`config.mk`:
```
export PLATFORM = sky130hd
export DESIGN_NAME = rr_sched4x1
export DESIGN_NICKNAME = d
export VERILOG_FILES = /design/src/rtl/rr_sched4x1.sv
export SDC_FILE = /design/constraint.sdc
export NUM_CORES = 1
export LEC_CHECK = 0
export ABC_AREA = 1
export CORE_MARGIN = 2
export CORE_UTILIZATION = 43
export CTS_CLUSTER_SIZE = 10
export DETAILED_ROUTE_END_ITERATION = 12
export DONT_BUFFER_PORTS = 1
export PLACE_DENSITY = 0.59
export SETUP_SLACK_MARGIN = 0.4
export SYNTH_ARGS = -nofsm -noshare
export SYNTH_HDL_FRONTEND = slang
export SYNTH_SLANG_ARGS = --single-unit
```
`constraint.sdc`:
```
create_clock -name clk -period 2.9 [get_ports clk]
set_input_delay 0.58 -clock clk [delete_from_list [all_inputs] [get_ports clk]]
set_output_delay 0.58 -clock clk [all_outputs]
set_load 0.01 [all_outputs]
```
`src/rtl/rr_sched4x1.sv`:
```
// Four-lane round-robin scheduler: each lane buffers up to two words in a small FIFO,
// and a registered output stage drains the lanes one word per handshake.
module rr_sched4x1 #(
  parameter int unsigned DW = 4
) (
  input  logic          clk,
  input  logic          reset_L,
  input  logic [3:0]    valid_in,
  input  logic [DW-1:0] data_in0,
  input  logic [DW-1:0] data_in1,
  input  logic [DW-1:0] data_in2,
  input  logic [DW-1:0] data_in3,
  output logic [3:0]    ready_out,
  input  logic          ready_in,
  output logic          valid_out,
  output logic [DW-1:0] data_out,
  output logic [1:0]    selector
);

  logic [DW-1:0] din [4];
  logic [DW-1:0] mem_q [4][2];
  logic [1:0]    cnt_q [4];
  logic [3:0]    rd_q;
  logic [3:0]    wr_q;
  logic [1:0]    ptr_q;

  logic [3:0] push;
  logic [3:0] pop;
  logic [3:0] nonempty;
  logic       load;
  logic       gnt_valid;
  logic [1:0] gnt_idx;
  logic [1:0] idx;

  assign din[0] = data_in0;
  assign din[1] = data_in1;
  assign din[2] = data_in2;
  assign din[3] = data_in3;

  assign load = !valid_out || ready_in;

  // ready_out depends only on registered occupancy, never on valid_in or ready_in.
  always_comb begin
    for (int i = 0; i < 4; i++) begin
      ready_out[i] = (cnt_q[i] < 2'd2);
      nonempty[i]  = (cnt_q[i] != 2'd0);
      push[i]      = valid_in[i] && ready_out[i];
    end
  end

  // First non-empty lane at or after ptr_q, wrapping modulo 4.
  always_comb begin
    gnt_valid = 1'b0;
    gnt_idx   = 2'd0;
    idx       = 2'd0;
    for (int k = 0; k < 4; k++) begin
      idx = ptr_q + 2'(k);
      if (!gnt_valid && nonempty[idx]) begin
        gnt_valid = 1'b1;
        gnt_idx   = idx;
      end
    end
  end

  always_comb begin
    for (int i = 0; i < 4; i++) begin
      pop[i] = load && gnt_valid && (gnt_idx == 2'(i));
    end
  end

  // Payload storage needs no reset; occupancy counts define what is valid.
  always_ff @(posedge clk) begin
    for (int i = 0; i < 4; i++) begin
      if (push[i]) begin
        mem_q[i][wr_q[i]] <= din[i];
      end
    end
  end

  always_ff @(posedge clk or negedge reset_L) begin
    if (!reset_L) begin
      for (int i = 0; i < 4; i++) begin
        cnt_q[i] <= 2'd0;
      end
      rd_q      <= 4'd0;
      wr_q      <= 4'd0;
      ptr_q     <= 2'd0;
      valid_out <= 1'b0;
      data_out  <= '0;
      selector  <= 2'd0;
    end else begin
      for (int i = 0; i < 4; i++) begin
        if (push[i]) begin
          wr_q[i] <= ~wr_q[i];
        end
        if (pop[i]) begin
          rd_q[i] <= ~rd_q[i];
        end
        case ({push[i], pop[i]})
          2'b10:   cnt_q[i] <= cnt_q[i] + 2'd1;
          2'b01:   cnt_q[i] <= cnt_q[i] - 2'd1;
          default: cnt_q[i] <= cnt_q[i];
        endcase
      end
      if (load) begin
        if (gnt_valid) begin
          valid_out <= 1'b1;
          data_out  <= mem_q[gnt_idx][rd_q[gnt_idx]];
          selector  <= gnt_idx;
          ptr_q     <= gnt_idx + 2'd1;
        end else begin
          valid_out <= 1'b0;
        end
      end
    end
  end

endmodule

```
After elaboration in Yosys (flattened, before gate mapping)
Memories as Yosys holds them, arrays and structs flattened.
Cells that the tools add are included.
{"block": "totals", "reg_bits": 25, "ramBits": 32, "out_inout_bits": 11, "elab_cells": 144, "n_memories": 1}
{"block": "op_classes", "add_sub_neg": 12, "magnitude_cmp": 18, "n_eq_ne": 11, "muxes": 42, "n_bitwise": 13, "n_reduce_logical": 31}
{"memory": "mem_q", "words": 4, "word_bits": 8, "rd": 1, "rd_ports_with_merged_regs": 0, "write_ports": 4, "line_no": "21", "text": "logic [DW-1:0] mem_q [4][2];"}
{"cell": "$mux 8", "n": 4}
{"cell": "$mux 4", "n": 7}
{"cell": "$demux 4 s1", "n": 4}
{"cell": "$logic_and 1x1->1", "n": 16}
{"cell": "$pmux 2 s2", "n": 4}
{"cell": "$reduce_bool 2->1", "n": 8}
{"cell": "$lt 2x3->1 const B", "n": 5}
{"cell": "$mux 1", "n": 14}
{"cell": "$add 2x1->2 const B", "n": 6}
{"cell": "$eq 2x2->1 const B", "n": 6}
{"cell": "$bmux 1 s2", "n": 5}
{"cell": "$eq 2x1->1 const B", "n": 5}
{"cell": "$ge 2x2->1 const B", "n": 5}
{"cell": "$not 1->2", "n": 5}
{"cell": "$lt 2x1->1 const B", "n": 4}
{"cell": "$lt 2x2->1 const B", "n": 4}
{"cell": "$mux 2", "n": 4}
{"cell": "$not 1->1", "n": 8}
{"cell": "$sub 2x1->2 const B", "n": 4}
{"cell": "$add 2x2->2 const B", "n": 2}
{"cell": "$logic_not 1->1", "n": 4}
{"cell": "$logic_not 2->1", "n": 1}
{"cell": "$reduce_and 2->1", "n": 1}
{"cell": "$logic_or 1x1->1", "n": 1}

Logic depth before layout (Yosys ltp)
Gate-level depths: netlist of the first run.
{"block": "depth", "ltp_word": 19, "mapped_depth": 18}

Least setup slack after synthesis of the first run
OpenSTA, ideal clock, no wires.
{"block": "synth_path", "path_kind": "reg-to-reg", "startpoint": "register ptr_q[0]", "endpoint": "register cnt_q[5] (netlist bit)", "arrival_ns": 2.194, "slack_ns": 0.575, "path_stages_with_launch": 16, "period_less_slack_ns": 2.325, "cell_sequence": "dfrtp_1 > buf_6 > inv_6 > nand2_1 > nand3_1 > nand2_2 > nor2_4 > nand2_2 > o22ai_2 > inv_2 > nand3_1 > inv_1 > ha_1 > a21oi_1 > o21ai_0 > xor2_1"}
{"block": "synth_between", "elab_chain_cells": 16, "elab_cells_between_ends": 32}
{"item": "start, declared", "line_no": "25", "text": "logic [1:0] ptr_q;"}
{"item": "start signal, assigned", "line_no": "110", "text": "ptr_q <= gnt_idx + 2'd1;"}
{"item": "parallel branches: the longest is 13 deep, another holds $add 2x1->2"}
{"item": "$logic_and 1x1->1 (*)", "line_no": "67", "text": "pop[i] = load && gnt_valid && (gnt_idx == 2'(i));"}
{"item": "net pop[1]", "line_no": "28", "text": "logic [3:0] pop;"}
{"item": "$eq 2x1->1 or $eq 2x2->1 (tied branches)", "line_no": "99", "text": "case ({push[i], pop[i]})"}
{"item": "$pmux 2 s2 or $reduce_bool 2->1 (tied branches)"}
{"item": "end signal, assigned by index", "line_no": "100", "text": "2'b10: cnt_q[i] <= cnt_q[i] + 2'd1;"}
{"item": "end signal, assigned by index", "line_no": "101", "text": "2'b01: cnt_q[i] <= cnt_q[i] - 2'd1;"}
{"item": "end signal, assigned by index", "line_no": "102", "text": "default: cnt_q[i] <= cnt_q[i];"}
{"item": "end, declared", "line_no": "22", "text": "logic [1:0] cnt_q [4];"}
Mark *: on every way through the listed nets, which the timed path passes. The select of a mux whose other input is x is not followed.
A chain may end at the register's enable or synchronous reset.

Worst setup path in the final report of the first run
{"block": "layout_path", "startpoint": "register cnt_q[6] (netlist bit)", "endpoint": "register cnt_q[7] (netlist bit)"}
{"block": "layout_between", "elab_chain_cells": 17, "elab_cells_between_ends": 34}
{"item": "$reduce_bool 2->1 (*)", "line_no": "46", "text": "nonempty[i] = (cnt_q[i] != 2'd0);"}
{"item": "$bmux 1 s2", "line_no": "58", "text": "if (!gnt_valid && nonempty[idx]) begin"}
{"item": "$mux 1 (implied by the code)", "line_no": "58"}
{"item": "$mux 1", "line_no": "58"}
{"item": "$logic_not 1->1", "line_no": "58"}
{"item": "$logic_and 1x1->1", "line_no": "58"}
{"item": "$mux 1", "line_no": "58"}
{"item": "$logic_not 1->1", "line_no": "58"}
{"item": "(+2 left out)"}
{"item": "$logic_not 1->1", "line_no": "58"}
{"item": "$logic_and 1x1->1", "line_no": "58"}
{"item": "$mux 2 or $mux 1 (tied branches)", "line_no": "58"}
{"item": "$logic_not 2->1 or $logic_and 1x1->1 (tied branches)", "line_no": "67"}
{"item": "$logic_and 1x1->1 (*)", "line_no": "67"}
{"item": "net pop[0]", "line_no": "28"}
{"item": "$eq 2x1->1 or $eq 2x2->1 (tied branches)", "line_no": "99"}
{"item": "$pmux 2 s2 or $reduce_bool 2->1 (tied branches)"}
Mark *: on every way through the listed nets, which the timed path passes. The rest lies on a longest branch. The select of a mux whose other input is x is not followed.

==> impl_metrics.ini, run 1 <==
[run_status]
outcome = complete, no violations

[clock_network]
clk_latency_ns = 0.33
clk_path_buf_depth = 2
numCtsBuffers = 9
clkSinkCount = 57
cts-root-buf = clkbuf_8
cts_tree = yes
clk_pin_slew_ns = 0.07
h-tree-depth = 3

[synthesis]
ys_seq_area_share_pct = 55.0
synth_compound_area_share_pct = 3.38
ys_types = 26
synthMuxAreaShare_pct = 0
yosysTopAreaCell = edfxtp_1
synth_top_flop_cell = edfxtp_1
synth_area_leaders = edfxtp_1 33%, dfrtp_1 22%, nand2_1 9.2%
synth_warnings = 0
synthTopCellsByCount = 71 x nand2_1, 49 x inv_1, 38 x nand3_1
synth_edf_count = 32
ys_ff_latch = 57
async_reset_ff_share_pct = 43.9
syn_nets = 333
synth_top_family_by_area = simple AND/OR/NAND/NOR gates
syn_area_per_cell_um2 = 9.43
synth-xor-area-share_pct = 4.86
netlist_instances = 306
synth.most_common_cell = nand2_1
synth_area_um2 = 2890
synth_top_area_share_pct = 33.3
synthSimpleGateAreaFrac_pct = 25.8
synthAdderAreaFrac_pct = 1.73

[setup_path]
critical_path_arrival_ns = 2.72
critPathKind = flip-flop to flip-flop
crit_required_ns = 3.12
start_kind = flip-flop
crit_chain = nor2_4 -> nand2_2 -> nand2_2 -> nand2_2 -> nand2_2 -> nor2_2 -> nor2_2 -> nand2_8 -> nand2_8 -> inv_4 -> nor2_4 -> inv_2 -> nor2_4 -> ha_4 -> a21oi_2 -> o21ai_2 -> xor2_1
path_max_fanout = 6
worstSetupEndpointType = flip-flop
path_common_cell = nand2_2
cpPeakStageDelay_ns = 0.45
cpMaxStageDelayCell = dfrtp_2

[route]
dr.first_iter.drc_count = 99
drc_errors = 0
vias_per_cell = 4.77
avgRoutedWirePerCell_um = 13.8
route.vias.total = 1992
wirelength_um = 5780
firstDrtPassIters = 5
ant_nets = 0

[die]
core-area_um2 = 6420
start_util_pct = 44.9
die_x_um = 85.9
top_level_ports = 34
fp-row-count = 29
die_area_um2 = 7380
die_h_um = 85.9

[hold_path]
hold_path_class = primary input to asynchronous set/reset pin

[sta]
relSlewSlack_pct = 73.1
fin_skew_ns = 0.00795
fmax_ghz = 0.400
setup_ws_ns = 0.401
rsz0062_at_grt = yes
setup_viol = 0
finalMaxSlewViolations = 0
finalSetupTns_ns = 0
fin_crit_sh_pct = 86.2
final-hold-violation-count = 0
period_needed_ns = 2.50
tightest_slew_ns = 0.401

[cells_and_area]
drive_gt1_share_pct = 28.4
nets = 363
antenna_cells = 0
area_growth_pct = 22.7

[global_route]
grt_pass1_wl_um = 9200
grt_max_degree = 26
antenna_found_initial = 0
grt.overflow.total = 0
track_usage_pct = 16.6
grt_pass1_vias = 1928

[placed_design]
place.port_buffers = 0
pre_cts_ws_ns = 0.286
gp_congestion = 0.743
dp_hpwl_um = 3880

[job]
maxCapViolations = 0
sequential cells by signal (all words and copies together), names as in the netlist:
| name | count |
|---|---|
| wr_q | 4 |
| rd_q | 4 |
| cnt_q | 8 |
| ptr_q | 2 |
| mem_q | 32 |
| valid_out | 1 |
| data_out | 4 |
| selector | 2 |
worst max-delay path, delay by kind of cell, from the launching register on:
family / cells / cell delay (ns)
AO/OA/AOI/OAI: 2 / 0.19
AND/OR/NAND/NOR: 11 / 1.23
XOR/XNOR: 1 / 0.14
adder cells (fa/ha/maj): 1 / 0.23
flip-flops: 1 / 0.45
buffers and inverters: 2 / 0.13
what timing repair did:
item	in CTS	in global routing
resized for setup	5	47
endpoints found under the hold margin	25	0
setup buffers	0	21
endpoints found under the setup margin	4	7
pin swaps	0	16
hold buffers	1	0
path summary, 6_finish.rpt:
check	startpoint	endpoint	slack, ns	cells after the start
min in group clk	data_in0[0]	mem_q[0][4]	0.34	0
max reg2reg	cnt_q[6]	cnt_q[7]	0.40	17
max in group asynchronous	reset_L	ptr_q[0]	2.67	1
min	reset_L	valid_out	0.06	1
max	cnt_q[6]	cnt_q[7]	0.40	17
min reg2reg	rd_q[0]	rd_q[0]	0.50	1
cell families after synthesis:
group,Yosys count
flip-flops,57
adder cells (fa/ha/maj),4
AND/OR/NAND/NOR,151
XOR/XNOR,16
AO/OA/AOI/OAI,17
buffers and inverters,61
placed cells by master (no fill, tap or decap), types with 3 or more instances in the layout:
master and n:
nand2_4 3, inv_1 49, nand3_1 36, nor2_1 11, nand2_2 14, o21ai_0 4
o21ai_1 3, buf_4 21, buf_12 3, xnor2_1 5, nand2_1 61, dfrtp_2 3
dfrtp_1 22, nand3_2 9, edfxtp_1 32, clkinv_2 3, xor2_1 11, clkbuf_8 9
a21oi_1 3, nor2_4 10
cell type report:
cell class                 count  area, um2
clock buffer                  10        128
clock inverter                 6       82.6
fill                         567       2880
inverter                      55        221
multi-input combinational    188       1190
sequential                    57       1590
tap                           77       96.3
timing repair buffer          25        229
stage by stage:
| step | area (um2) | hold slack [ns] | util [%] | instances |
|---|---|---|---|---|
| after floorplan | 2890 | 0.284 | - | 306 |
| after global placement | 2950 | 0.285 | 45.9 | 380 |
| final | 3540 | 0.0563 | 55.1 | 418 |
| after global routing | 3540 | 0.0449 | 55.1 | 418 |
| after detailed placement | 2950 | 0.285 | 45.9 | 380 |
| after CTS | 3190 | 0.0497 | 49.7 | 397 |
layer usage:
layer | wire, um | track usage, % | up-vias
li1 | - | - | 1035
met1 | 2650 | 21.8 | 892
met2 | 2720 | 24.9 | 59
met3 | 352 | 6.16 | 6
met4 | 59 | 6.49 | 0
met5 | 0 | 0 | -
Power of run 1 is left out: the tool's default activity adds up to more than one toggle a clock period on the data nets, which glitch-free logic cannot reach.
==> run 2: changes to the inputs <==
==> constraint.sdc (replaced) <==
create_clock -name clk -period 3.1 [get_ports clk]
set_input_delay 0.62 -clock clk [delete_from_list [all_inputs] [get_ports clk]]
set_output_delay 0.62 -clock clk [all_outputs]
set_load 0.01 [all_outputs]
==> run 2 against run 1 <==
  * Clock skew shrank 0.0013 ns
  * Clock-buffer cell count is the same
  * Via count shrank 3.4%
  * Die area is the same
  * Fmax shrank 2.4%
  * Register-to-register slack gained 0.14 ns
  * Utilization shrank 4.7 points
  * Wire length shrank 7.9%
  * Largest cell class unchanged
==> impl_metrics.ini, run 2 (synthesis results as in run 1) <==
[run_status]
outcome = complete, no violations

[placed_design]
place.port_buffers = 0
dp_hpwl_um = 3880
gp_congestion = 0.784

[clock_network]
clk_path_buf_depth = 2
clk_latency_ns = 0.32
clk_pin_slew_ns = 0.06
cts-root-buf = clkbuf_8
numCtsBuffers = 9
h-tree-depth = 3
cts_tree = yes
clkSinkCount = 57

[cells_and_area]
final_common_cell = nand2_1
nFillCells = 609
largest_register_ffs = 32
nets = 346
antenna_cells = 0
layout_common_cells = 70 x nand2_1, 49 x inv_1, 38 x nand3_1, 32 x edfxtp_1, 24 x dfrtp_1
area_growth_pct = 12.1
drive_gt1_share_pct = 18.5

[setup_path]
worstSetupEndpointType = flip-flop
worstReg2RegStart = ptr_q[0]
ff2ff_path_depth = 15
critPathKind = flip-flop to flip-flop
reg2reg_slack_ns = 0.54
crit_required_ns = 3.30
crit_start = ptr_q[0]
path_max_fanout = 11
start_kind = flip-flop
critical_path_arrival_ns = 2.76
rr_endpoint = cnt_q[3]
crit_end = cnt_q[3]

[route]
dr.first_iter.drc_count = 92
firstDrtPassIters = 5
wirelength_um = 5320
ant_nets = 0
drc_errors = 0
vias_per_cell = 4.80
avgRoutedWirePerCell_um = 13.3
route.vias.total = 1925

[die]
core-area_um2 = 6420
die_x_um = 85.9
die_area_um2 = 7380
start_util_pct = 44.9
top_level_ports = 34
die_h_um = 85.9
fp-row-count = 29

[sta]
finalMaxSlewViolations = 0
final-hold-violation-count = 0
tightest_slew_ns = 0.373
fin_crit_sh_pct = 82.6
relSlewSlack_pct = 75.0
period_needed_ns = 2.56
rsz0062_at_grt = yes
fmax_ghz = 0.391
fin_skew_ns = 0.00665
finalSetupTns_ns = 0
setup_viol = 0

[job]
maxCapViolations = 0

[global_route]
grt_max_degree = 26
track_usage_pct = 15.5
grt_pass1_wl_um = 8650
grt.overflow.total = 0
grt_pass1_vias = 1789
antenna_found_initial = 0

[hold_path]
hold_path_class = primary input to asynchronous set/reset pin
==> run 2: cell types whose count changed in the layout (fill, tap and decap cells not counted), moves of 4 or more <==
cell | previous run | this run
buf_4 | 21 | 7
nand2_1 | 61 | 70
nand2_2 | 14 | 6
nor2_4 | 10 | 5
nor2_2 | 2 | 6
==> run 2: worst min path at each step <==
stage,endpoint,start,slack [ns]
after global placement,cnt_q[1],reset_L,0.33
after global routing,ptr_q[1],reset_L,0.09
after detailed placement,cnt_q[1],reset_L,0.33
final,data_out[2],reset_L,0.11
after floorplan,cnt_q[0],reset_L,0.32
after CTS,ptr_q[1],reset_L,0.1
==> run 2: per-layer routing <==
metal | track usage, % | up-vias | part of all wire, %
li1 | - | 1007 | -
met1 | 21.2 | 873 | 48
met2 | 22.2 | 37 | 45
met3 | 5.49 | 8 | 5.4
met4 | 7.22 | 0 | 1.7
met5 | 0 | - | 0
==> run 2: through the flow <==
step | setup WS [ns] | util [%] | cells | hold WS [ns] | area, um2
final | 0.540 | 50.4 | 401 | 0.107 | 3240
after global placement | 0.433 | 45.8 | 379 | 0.325 | 2940
after floorplan | 0.775 | - | 306 | 0.324 | 2890
after global routing | 0.381 | 50.4 | 401 | 0.0910 | 3240
after detailed placement | 0.411 | 45.8 | 379 | 0.325 | 2940
after CTS | 0.445 | 49.0 | 396 | 0.0950 | 3150
==> run 2: worst max-delay path, cell delays in order (launching register included) <==
cell,delay [ns]
dfrtp_2,0.45
buf_4,0.16
nand2_1,0.09
nand3_1,0.11
nand2_2,0.15
nor2_4,0.06
nand2_2,0.09
nor2_2,0.06
nor2_4,0.25
inv_4,0.15
nand2_2,0.14
inv_1,0.05
ha_1,0.29
a21oi_1,0.11
o21ai_0,0.11
xor2_1,0.16
==> run 2: repair_timing <==
| action | 4_1_cts | 5_1_grt |
|---|---|---|
| hold buffers | 1 | 0 |
| pin swaps | 0 | 4 |
| setup buffers | 0 | 5 |
| endpoints found under the hold margin | 25 | 0 |
| gates resized for setup | 1 | 16 |
| setup endpoints to repair | 1 | 6 |
==> run 2: layout make-up <==
cell class	count	area, um2	area share, %
multi-input combinational	188	1080	33.3
sequential	57	1590	49.1
tap	77	96.3	2.98
inverter	55	214	6.61
timing repair buffer	8	72.6	2.24
clock buffer	10	128	3.94
clock inverter	6	58.8	1.82
Power of run 2 is left out for the same reason.
==> run 3: changes to the inputs <==
==> constraint.sdc (replaced) <==
create_clock -name clk -period 2.46 [get_ports clk]
set_input_delay 0.492 -clock clk [delete_from_list [all_inputs] [get_ports clk]]
set_output_delay 0.492 -clock clk [all_outputs]
set_load 0.01 [all_outputs]
==> run 3 against run 2 <==
  * Hold slack gained 0.14 ns
  * Sequential share of layout area shrank 6.2 points
  * Clock-buffer cell count grew 3
  * Critical path depth is the same
  * Critical path type unchanged
==> impl_metrics.ini, run 3 (synthesis results as in run 1) <==
[setup_path]
crit_chain = buf_6 -> nand2_2 -> nand3_1 -> nand2_2 -> inv_2 -> nand2_4 -> o22ai_4 -> buf_12 -> nor2_4 -> inv_2 -> nor2_4 -> ha_4 -> a21oi_2 -> o21ai_1 -> xor2_1
crit_required_ns = 2.68
path_max_fanout = 6
start_kind = flip-flop
worstReg2RegStart = ptr_q[0]
critPathKind = flip-flop to flip-flop
cpMaxStageDelayCell = dfrtp_2
critical_path_arrival_ns = 2.47
rr_endpoint = cnt_q[7]
ff2ff_path_depth = 15
reg2reg_slack_ns = 0.21
cpPeakStageDelay_ns = 0.46
worstSetupEndpointType = flip-flop

[die]
top_level_ports = 34
die_h_um = 85.9
core-area_um2 = 6420
die_x_um = 85.9
start_util_pct = 44.9
fp-row-count = 29
die_area_um2 = 7380

[hold_path]
holdPathEnd = mem_q[1][2]
hold_depth = 0
hold_start = data_in1[2]
hold_path_class = primary input to flip-flop

[clock_network]
numCtsBuffers = 9
clkSinkCount = 57
cts_tree = yes
clk_path_buf_depth = 2
clk_pin_slew_ns = 0.06
h-tree-depth = 3
cts-root-buf = clkbuf_8
clk_latency_ns = 0.34

[placed_design]
place.port_buffers = 0
gp_congestion = 0.782
dp_hpwl_um = 4130

[global_route]
track_usage_pct = 17.3
grt_pass1_wl_um = 9600
grt_max_degree = 26
antenna_found_initial = 0
grt_pass1_vias = 2060
grt.overflow.total = 0

[cells_and_area]
area_growth_pct = 28.6
antenna_cells = 0
final_common_cell = nand2_1
largest_register_ffs = 32
layout_common_cells = 53 x nand2_1, 45 x inv_1, 32 x edfxtp_1, 27 x nand3_1, 26 x buf_4
drive_gt1_share_pct = 36.5
nets = 373

[sta]
finalMaxSlewViolations = 0
fin_crit_sh_pct = 91.5
period_needed_ns = 2.25
rsz0062_at_grt = yes
fin_skew_ns = 0.00578
finalSetupTns_ns = 0
final-hold-violation-count = 0
setup_viol = 0
relSlewSlack_pct = 72.6
tightest_slew_ns = 0.410
fmax_ghz = 0.444

[route]
met2_length_um = 2790
vias_per_cell = 4.90
firstDrtPassIters = 4
wirelength_um = 6060
route.vias.total = 2099
wl_met1_um = 2820
drc_errors = 0
avgRoutedWirePerCell_um = 14.2
wl_met3_um = 320
routed.top_layer = met4
ant_nets = 0
dr.first_iter.drc_count = 100

[run_status]
outcome = complete, no violations

[job]
maxCapViolations = 0
[run 3: cell count changes in the layout (fill, tap and decap cells not counted), sizes merged]
cell         change
clkbuf           +3
dlygate4sd3      +1
buf             +26
inv              -2
bufinv           -1
[run 3: worst max path at each step]
stage | to | start | slack (ns)
4_1_cts | cnt_q[7] | ptr_q[0] | 0.21
5_1_grt | cnt_q[7] | ptr_q[0] | 0.06
6_report | cnt_q[7] | ptr_q[0] | 0.21
3_3_place_gp | cnt_q[5] | ptr_q[0] | -0.03
2_1_floorplan | cnt_q[1] | ptr_q[0] | 0.25
3_5_place_dp | cnt_q[5] | ptr_q[0] | -0.01
[run 3: worst max-delay path: cells and delay by family, from the launching register on]
kind / cells / cell delay [ns]
fa+ha+maj: 1 / 0.21
simple gates: 6 / 0.64
buf+inv: 4 / 0.42
compound gates: 3 / 0.27
xor+xnor: 1 / 0.14
flops: 1 / 0.46
[run 3: cell type report]
cell class | count | area, um2
repair buffers | 35 | 317
clock inverters | 3 | 17.5
fillers | 559 | 2710
inverters | 55 | 226
well taps | 77 | 96.3
clock buffers | 13 | 149
multi-input cells | 188 | 1310
flip-flops and latches | 57 | 1590
[run 3: repair_timing]
item,4_1_cts,5_1_grt
resized for setup,18,44
hold buffers,2,0
setup buffers,11,15
endpoints found under the hold margin,25,0
setup endpoints to repair,12,13
pin swaps,13,26
[run 3: layer usage]
| metal | track usage, % | vias up |
|---|---|---|
| li1 | - | 1058 |
| met1 | 22.3 | 985 |
| met2 | 26.0 | 42 |
| met3 | 5.97 | 14 |
| met4 | 8.51 | 0 |
| met5 | 0 | - |
[run 3: stage by stage]
| stage | cell area (um2) | hold WS [ns] | setup WS (ns) | utilization, % | cells |
|---|---|---|---|---|---|
| CTS | 3430 | 0.220 | 0.209 | 53.4 | 413 |
| global route | 3710 | 0.225 | 0.0595 | 57.8 | 428 |
| global placement | 3090 | 0.198 | -0.0257 | 48.1 | 384 |
| floorplan | 3000 | 0.196 | 0.254 | - | 306 |
| finish | 3710 | 0.250 | 0.210 | 57.8 | 428 |
| detailed placement | 3090 | 0.197 | -0.0116 | 48.1 | 384 |
Power of run 3 is left out for the same reason.
